[config.mk]
export PLATFORM = sky130hd
export DESIGN_NAME = datapath_controller
export DESIGN_NICKNAME = d
export VERILOG_FILES = /design/src/rtl/datapath_controller_pkg.sv /design/src/rtl/datapath_controller_state_reg.sv /design/src/rtl/datapath_controller.sv
export SDC_FILE = /design/constraint.sdc
export NUM_CORES = 1
export LEC_CHECK = 0
export BUFFER_PORTS_ARGS = -buffer_cell sky130_fd_sc_hd__clkbuf_2
export CORE_MARGIN = 1.5
export CORE_UTILIZATION = 45
export DETAILED_ROUTE_END_ITERATION = 7
export HOLD_SLACK_MARGIN = 0.06
export PLACE_DENSITY = 0.69
export SETUP_SLACK_MARGIN = 0.05
export SYNTH_ARGS = -nofsm -noshare
export SYNTH_HDL_FRONTEND = slang
export SYNTH_HIERARCHICAL = 1
export SYNTH_SLANG_ARGS = --single-unit
[constraint.sdc]
create_clock -name clk -period 1.64 [get_ports clk]
set_input_delay 0.082 -clock clk [delete_from_list [all_inputs] [get_ports clk]]
set_output_delay 0.082 -clock clk [all_outputs]
set_load 0.02 [all_outputs]
[src/rtl/datapath_controller_pkg.sv]
// Shared types and encodings for the Simple RISC datapath controller.
package datapath_controller_pkg;

    localparam int ST_W = 3;

    typedef enum logic [ST_W-1:0] {
        S_WAIT   = 3'd0,
        S_DECODE = 3'd1,
        S_GET_A  = 3'd2,
        S_GET_B  = 3'd3,
        S_ALU    = 3'd4,
        S_WR_REG = 3'd5,
        S_WR_IMM = 3'd6
    } state_t;

    // nsel is one-hot towards the decoder's register-number mux
    localparam logic [2:0] NSEL_NONE = 3'b000;
    localparam logic [2:0] NSEL_RN   = 3'b100;
    localparam logic [2:0] NSEL_RD   = 3'b010;
    localparam logic [2:0] NSEL_RM   = 3'b001;

    localparam logic [1:0] VSEL_C    = 2'b00;
    localparam logic [1:0] VSEL_IMM8 = 2'b10;

    localparam logic [2:0] OPC_MOV = 3'b110;
    localparam logic [2:0] OPC_ALU = 3'b101;

    localparam logic [1:0] OP_MOV_REG = 2'b00;
    localparam logic [1:0] OP_MOV_IMM = 2'b10;
    localparam logic [1:0] OP_CMP     = 2'b01;

    typedef struct packed {
        logic [2:0] opc;
        logic [1:0] op;
    } ir_op_t;

    typedef struct packed {
        logic       w;
        logic [2:0] nsel;
        logic [1:0] vsel;
        logic       write;
        logic       loada;
        logic       loadb;
        logic       loadc;
        logic       loads;
        logic       asel;
        logic       bsel;
        logic       illegal;
    } ctrl_t;

    function automatic logic is_mov_imm(input ir_op_t ir);
        return (ir.opc == OPC_MOV) && (ir.op == OP_MOV_IMM);
    endfunction

    function automatic logic is_mov_reg(input ir_op_t ir);
        return (ir.opc == OPC_MOV) && (ir.op == OP_MOV_REG);
    endfunction

    function automatic logic is_alu(input ir_op_t ir);
        return ir.opc == OPC_ALU;
    endfunction

    function automatic logic is_cmp(input ir_op_t ir);
        return (ir.opc == OPC_ALU) && (ir.op == OP_CMP);
    endfunction

    // Control word presented while idle: only w is high
    function automatic ctrl_t ctrl_idle();
        ctrl_t c;
        c      = '0;
        c.w    = 1'b1;
        c.nsel = NSEL_NONE;
        c.vsel = VSEL_C;
        return c;
    endfunction

endpackage

[src/rtl/datapath_controller_state_reg.sv]
// State register for the datapath controller: plain DFF bank with a
// synchronous active-low reset to a configurable value.
module datapath_controller_state_reg #(
    parameter int             W       = 3,
    parameter logic [W-1:0]   RST_VAL = '0
) (
    input  logic         clk,
    input  logic         reset_n,
    input  logic [W-1:0] d,
    output logic [W-1:0] q
);

    // Capture next state, forcing the reset value while reset_n is low
    always_ff @(posedge clk) begin
        if (!reset_n) begin
            q <= RST_VAL;
        end else begin
            q <= d;
        end
    end

endmodule

[src/rtl/datapath_controller.sv]
// Moore controller sequencing the Simple RISC datapath, one instruction
// per s pulse.
//
//  state    | meaning
//  ---------+---------------------------------------------------------
//  S_WAIT   | idle, w=1, samples s and latches {opcode,op}
//  S_DECODE | inspect latched op; flags illegal and returns if unsupported
//  S_GET_A  | read Rn into A
//  S_GET_B  | read Rm into B
//  S_ALU    | compute into C and/or status (CMP finishes here)
//  S_WR_REG | write C back to Rd
//  S_WR_IMM | write sximm8 to Rn
//
// Outputs are registered from the next state and next latched op, so they
// change on the same edge as the state and depend only on state + ir_op.
module datapath_controller
    import datapath_controller_pkg::*;
(
    input  logic       clk,
    input  logic       reset_n,
    input  logic       s,
    input  logic [2:0] opcode,
    input  logic [1:0] op,
    output logic       w,
    output logic [2:0] nsel,
    output logic [1:0] vsel,
    output logic       write,
    output logic       loada,
    output logic       loadb,
    output logic       loadc,
    output logic       loads,
    output logic       asel,
    output logic       bsel,
    output logic       illegal
);

    logic [ST_W-1:0] state_raw;
    state_t          state;
    state_t          state_nxt;
    ir_op_t          ir_op;
    ir_op_t          ir_op_nxt;
    ctrl_t           ctrl_q;
    ctrl_t           ctrl_nxt;

    datapath_controller_state_reg #(
        .W       (ST_W),
        .RST_VAL (S_WAIT)
    ) u_state_reg (
        .clk     (clk),
        .reset_n (reset_n),
        .d       (state_nxt),
        .q       (state_raw)
    );

    assign state = state_t'(state_raw);

    // Control word for a given state and latched instruction
    function automatic ctrl_t decode_ctrl(input state_t st, input ir_op_t ir);
        ctrl_t c;
        c = '0;
        case (st)
            S_WAIT: c = ctrl_idle();
            S_DECODE: c.illegal = !(is_mov_imm(ir) || is_mov_reg(ir) || is_alu(ir));
            S_GET_A: begin
                c.nsel  = NSEL_RN;
                c.loada = 1'b1;
            end
            S_GET_B: begin
                c.nsel  = NSEL_RM;
                c.loadb = 1'b1;
            end
            S_ALU: begin
                c.asel  = is_mov_reg(ir);
                c.loadc = !is_cmp(ir);
                c.loads = !is_mov_reg(ir);
            end
            S_WR_REG: begin
                c.nsel  = NSEL_RD;
                c.vsel  = VSEL_C;
                c.write = 1'b1;
            end
            S_WR_IMM: begin
                c.nsel  = NSEL_RN;
                c.vsel  = VSEL_IMM8;
                c.write = 1'b1;
            end
            default: c = '0;
        endcase
        return c;
    endfunction

    // Next-state logic; unknown encodings fall back to S_WAIT
    always_comb begin
        state_nxt = S_WAIT;
        ir_op_nxt = ir_op;
        case (state)
            S_WAIT: begin
                if (s) begin
                    ir_op_nxt.opc = opcode;
                    ir_op_nxt.op  = op;
                    state_nxt     = S_DECODE;
                end
            end
            S_DECODE: begin
                if (is_mov_imm(ir_op)) begin
                    state_nxt = S_WR_IMM;
                end else if (is_mov_reg(ir_op)) begin
                    state_nxt = S_GET_B;
                end else if (is_alu(ir_op)) begin
                    state_nxt = S_GET_A;
                end else begin
                    state_nxt = S_WAIT;
                end
            end
            S_GET_A:  state_nxt = S_GET_B;
            S_GET_B:  state_nxt = S_ALU;
            S_ALU:    state_nxt = is_cmp(ir_op) ? S_WAIT : S_WR_REG;
            S_WR_REG: state_nxt = S_WAIT;
            S_WR_IMM: state_nxt = S_WAIT;
            default:  state_nxt = S_WAIT;
        endcase
    end

    // Output decode for the state being entered
    always_comb begin
        ctrl_nxt = decode_ctrl(state_nxt, ir_op_nxt);
    end

    // Latched instruction and registered control word; reset drops every enable
    always_ff @(posedge clk) begin
        if (!reset_n) begin
            ir_op  <= '0;
            ctrl_q <= ctrl_idle();
        end else begin
            ir_op  <= ir_op_nxt;
            ctrl_q <= ctrl_nxt;
        end
    end

    assign w       = ctrl_q.w;
    assign nsel    = ctrl_q.nsel;
    assign vsel    = ctrl_q.vsel;
    assign write   = ctrl_q.write;
    assign loada   = ctrl_q.loada;
    assign loadb   = ctrl_q.loadb;
    assign loadc   = ctrl_q.loadc;
    assign loads   = ctrl_q.loads;
    assign asel    = ctrl_q.asel;
    assign bsel    = ctrl_q.bsel;
    assign illegal = ctrl_q.illegal;

endmodule

# Word-level counts from Yosys, hierarchy flattened
# Cells that the tools add are included.
# totals
regBits,22
latchBits,0
ramBits,0
rom_bits,0
inputBits,8
output_inout_bits,14
elab_cells,63
n_memories,0
# op_classes
n_addsub,0
multipliers,0
n_div,0
magnitude_cmp,0
n_eq_ne,18
n_shift,0
mux,13
n_bitwise,0
n_reduce_logical,18
# ops
cell,count
== test 3 bit (second input constant),8
one-hot mux 3 bit (5 select lines),1
== test 3 x 2 -> 1 bit (second input constant),4
two-way mux 5 bit,2
one-hot mux 3 bit (3 select lines),1
== test 3 x 1 -> 1 bit (second input constant),2
logical AND 1 bit,6
zero test 3 bit,2
two-way mux 3 bit,2
one-hot mux 3 bit (2 select lines),1
== test 2 x 1 -> 1 bit (second input constant),2
== test 2 bit (second input constant),2
zero test 2 bit,2
two-way mux 1 bit,4
two-way mux 2 bit,2
AND reduction 2 bit,2
zero test 1 bit,3
logical OR 1 bit,2
OR reduction 2 bit,1

# Depth between registers and ports, before layout
# logic_depth
depth_word,8
mapped_depth,5
depth_no_buf,5

# Hierarchy
# Netlist, hierarchy kept.
# modules_own_cells
mod,n_inst,cells_per_inst,area_each_um2,seq_area_each_um2
datapath_controller,1,79,803.3,340.3
datapath_controller_state_reg,1,6,78.8,60.1

# Worst setup path after synthesis
# No wires, ideal clock.
# synth_timing
path_type,register to register
startpoint,register u_state_reg.q[0]
endpoint,"register ctrl_q, in the netlist illegal"
setup_time_ns,0.132
arrival_ns,1.560
t_required_ns,1.508
path_slack_ns,-0.052
stages_incl_launch_ff,6
path_buffers,1
synth_period_minus_slack_ns,1.692
cell_sequence,dfxtp_1 nor4b_2 buf_6 mux2_2 a2111oi_0 nor4b_1
# synth_between
elab_chain_len,7
elab_cells_between_ends,18
cone_classes,8 x eq/ne; 2 x mux; 8 x reduce/logical
# synth_lines
element,line,source
start: declaration,datapath_controller_state_reg.sv:10,output logic [W-1:0] q
start signal: assignment,datapath_controller_state_reg.sv:16,q <= RST_VAL;
start signal: assignment,datapath_controller_state_reg.sv:18,q <= d;
branches (longest 7 deep; another with one-hot mux 3 bit (5 select lines)),--,
end signal: assignment,datapath_controller.sv:133,ctrl_q <= ctrl_idle();
end signal: assignment,datapath_controller.sv:136,ctrl_q <= ctrl_nxt;
end: declaration,datapath_controller.sv:42,ctrl_t ctrl_q;
# Parallel ways; which one is timed is not known.
# A chain may end at the register's enable or synchronous reset.

# Worst setup path after layout
# layout_timing
startpoint,register u_state_reg.q[1]
endpoint,"register ctrl_q, in the netlist asel"
# layout_between
elab_chain_len,4
elab_cells_between_ends,12
cone_classes,6 x eq/ne; 2 x mux; 4 x reduce/logical
# layout_lines
element,line,source
== test 3 bit (tied with other cells),datapath_controller.sv:96,case (state)
one-hot mux 3 bit (5 select lines) / two-way mux 5 bit (equally long branches),datapath_controller.sv:96,
== test 3 bit (tied with other cells),datapath_controller.sv:61,case (st)
AND reduction 2 bit (no source line) / logical AND 1 bit (equally long branches),--,
# Several ways; a longest one is shown, not always the timed one.

==> flow_summary.json <==
{
  "status": "finished with violations",
  "violated_checks": "setup timing",
  "critical_path.most_common_cell": "sky130_fd_sc_hd__nor4b_4",
  "worstHoldPathType": "in -> reg",
  "max_cap_viol_count": 0,
  "globalplace.congestion": 0.765,
  "buffer_levels_on_the_longest_clock_path": 2,
  "cts_root_buf": "sky130_fd_sc_hd__clkbuf_4",
  "setup_viol": 3,
  "worst-setup-path-type": "reg -> reg",
  "critical_path_required_ns": 1.85,
  "via_count": 754,
  "cp-endpoint": "asel$_SDFF_PN0_",
  "share_seq_of_total_power": 0.532,
  "yosysSeqAreaShare": 0.454,
  "grt_pass1_wl_um": 3170,
  "route.detailed.wl_per_inst_um": 13.1,
  "post_synth_num_cell_types": 34,
  "pwr-share-clk": 0.288,
  "timing.critical_path.from_type": "flop",
  "grt_pass1_vias": 704,
  "fillCellCount": 139,
  "synthesis.area_per_instance_um2": 10.4,
  "cpMaxStageDelayCell": "sky130_fd_sc_hd__dfxtp_2",
  "postSynthRegisterBits": 20,
  "crit_path_start": "u_state_reg/q[1]$_SDFF_PN0_",
  "post_synthesis_cell_type_with_the_largest_combined_area": "sky130_fd_sc_hd__dfxtp_1",
  "pin_count": 22,
  "start_util": 0.495,
  "critical-path-max-stage-delay_ns": 0.35,
  "io_buffers": 19,
  "finalHoldWorstSlack_ns": 0.0828,
  "reg2reg_from": "u_state_reg/q[1]$_SDFF_PN0_",
  "insertion_delay_ns": 0.30,
  "drt_pass1_iterations": 4,
  "critical_path.cell_chain": "nor4b_4, buf_6, mux2_4, nor4b_4, nor4b_4",
  "switching_power_uw": 240,
  "yosys_most_used_dff": "sky130_fd_sc_hd__dfxtp_1",
  "yosysMostFrequentCell": "sky130_fd_sc_hd__dfxtp_1",
  "power_switching_share": 0.250,
  "worstRegToRegCells": 5,
  "post_synthesis_cell_count": 85,
  "synthesis_warnings": 6,
  "grt_overflow_total": 0,
  "rsz0062_at_grt": "yes",
  "layout-drive-gt1-share": 0.492,
  "timing.clock.skew_ns": 0.00806,
  "period_minus_slack_ns": 1.70,
  "p_leak_nw": 0.529,
  "timing.critical_path.fanout_max": 6,
  "cts.sink_count": 20,
  "edff_count_synth": 0,
  "clk_transition_reported_paths_ns": 0.11,
  "die_height_um": 47.3,
  "postSynth.asyncResetShare": 0,
  "n_antenna_cell": 0,
  "area_added_between_synthesis_and_finish_pct": 41.3,
  "dieArea_um2": 2230,
  "synthesized_cell_area_um2": 882,
  "core_area_um2": 1780,
  "multi_input_area_um2": 527,
  "max_clock_freq_ghz": 0.589,
  "cellPowerDensity_nw_per_um2": 772,
  "final.period_utilization": 1.03,
  "ff_latch_area_um2": 402,
  "drc_errors_left": 0,
  "grt_start_max_net_pins": 12,
  "drt_wl_total_um": 1960,
  "setup.reg_to_reg.worst_slack_ns": -0.06,
  "finalHoldViolations": 0,
  "htreeDepth": 1,
  "pwr-share-comb": 0.180,
  "antenna_violations_before_repair": 0,
  "crit-reg2reg-capture": "asel$_SDFF_PN0_",
  "route.detailed.vias_per_inst": 5.06,
  "drtIter0Drc": 17,
  "cellInternalPower_uw": 722,
  "post_synth_most_frequent_cells": "sky130_fd_sc_hd__dfxtp_1 (20), sky130_fd_sc_hd__nor2_1 (10), sky130_fd_sc_hd__and2_1 (5)",
  "die_width_um": 47.3,
  "cts_tree": "yes",
  "core.rowCount": 15,
  "type_of_element_capturing_the_critical_path": "flop",
  "sum_of_negative_setup_slack_ns": -0.0954,
  "postLayoutSetupSlackWorst_ns": -0.0570,
  "critical_path_arrival_ns": 1.91,
  "yosysTopAreaCellShare": 0.454,
  "netlist_top_cells_area": "sky130_fd_sc_hd__dfxtp_1 (45%), sky130_fd_sc_hd__nor4b_4 (5.4%), sky130_fd_sc_hd__nor2_1 (4.3%)",
  "layout.nets": 133,
  "route.antenna.remaining_nets": 0,
  "dpl.hpwl_um": 1490,
  "worst_voltage_drop_across_the_vdd_grid_v": 0.000716,
  "total_design_power_uw": 963,
  "tritoncts.num_buffers": 3,
  "groute.usage.overall": 0.207,
  "timing.final.max_slew_violations": 0
}
==> cell type report <==
type	count	share of cell area
multi-input cells	60	0.423
clock buffers	4	0.0291
inverters	3	0.00904
repair buffers	37	0.192
flip-flops and latches	20	0.322
well taps	25	0.0251
==> worst min path at each step <==
stage | start | to | slack [ns] | cells past startpoint
3_3_place_gp | reset_n | w$_SDFF_PN1_ | 0.34 | 2
4_1_cts | opcode[0] | ir_op[2]$_SDFF_PN0_ | 0.08 | 3
3_5_place_dp | reset_n | w$_SDFF_PN1_ | 0.34 | 2
5_1_grt | opcode[0] | ir_op[2]$_SDFF_PN0_ | 0.12 | 3
6_report | opcode[0] | ir_op[2]$_SDFF_PN0_ | 0.08 | 3
2_1_floorplan | reset_n | w$_SDFF_PN1_ | 0.15 | 1
==> state kept, by name, summed over array words and instances, names as in the netlist <==
signal and cells:
loadb 1, write 1, loada 1, loadc 1
asel 1, illegal 1, ir_op 5, nsel 3
w 1, u_state_reg/q 3, vsel 1, loads 1
==> repair_timing <==
item / CTS / global route
setup endpoints to repair: 6 / 11
hold endpoints to repair: 2 / 0
setup buffers: 1 / 0
hold buffers: 2 / 0
gates resized for setup: 5 / 7
pin swaps: 0 / 2
==> cells in the final DEF (no fill, tap or decap), types with 3 or more instances in the layout <==
| cell | Yosys | final |
|---|---|---|
| sky130_fd_sc_hd__clkbuf_2 | 0 | 19 |
| sky130_fd_sc_hd__nor4b_4 | 2 | 3 |
| sky130_fd_sc_hd__nand3b_1 | 3 | 3 |
| sky130_fd_sc_hd__nor2_1 | 10 | 9 |
| sky130_fd_sc_hd__dfxtp_1 | 20 | 19 |
| sky130_fd_sc_hd__clkbuf_4 | 0 | 3 |
| sky130_fd_sc_hd__and2_1 | 5 | 5 |
| sky130_fd_sc_hd__buf_4 | 2 | 15 |
==> layer usage <==
layer	global-route usage	part of all wire	vias to the layer above
met5	0	0	-
met4	0.0500	0.0072	0
met3	0.0577	0.046	2
met2	0.346	0.50	17
met1	0.264	0.45	351
li1	-	-	384
==> kinds of logic after synthesis <==
group | share of synthesized area
multiplexers | 0.0752
AO/OA/AOI/OAI | 0.0936
other | 0.00425
flip-flops | 0.454
AND/OR/NAND/NOR | 0.331
buffers and inverters | 0.0425
==> power by group through the flow <==
stage | clock network, mW | logic [mW] | registers, mW
finish | 0.278 | 0.173 | 0.512
global route | 0.305 | 0.185 | 0.514
CTS | 0.285 | 0.166 | 0.511
detailed placement | 0 | 0.148 | 0.522
global placement | 0 | 0.143 | 0.522
floorplan | 0 | 0.0878 | 0.526
==> worst max-delay path: cells and delay by family, from the launching register on <==
| family | cells | cell delay, ns |
|---|---|---|
| mux | 1 | 0.33 |
| simple gates | 3 | 0.76 |
| flops | 1 | 0.35 |
| buf+inv | 1 | 0.17 |
==> through the flow <==
stage | std cells | worst slack [ns] | instance area, um2 | util
2_1_floorplan | 86 | 0.0255 | 902 | -
3_3_place_gp | 142 | -0.0737 | 1110 | 0.625
3_5_place_dp | 142 | -0.0908 | 1110 | 0.625
4_1_cts | 149 | -0.0913 | 1210 | 0.678
5_1_grt | 149 | -0.176 | 1250 | 0.699
6_report | 149 | -0.0570 | 1250 | 0.699
Power figures use the tool's default switching activity.
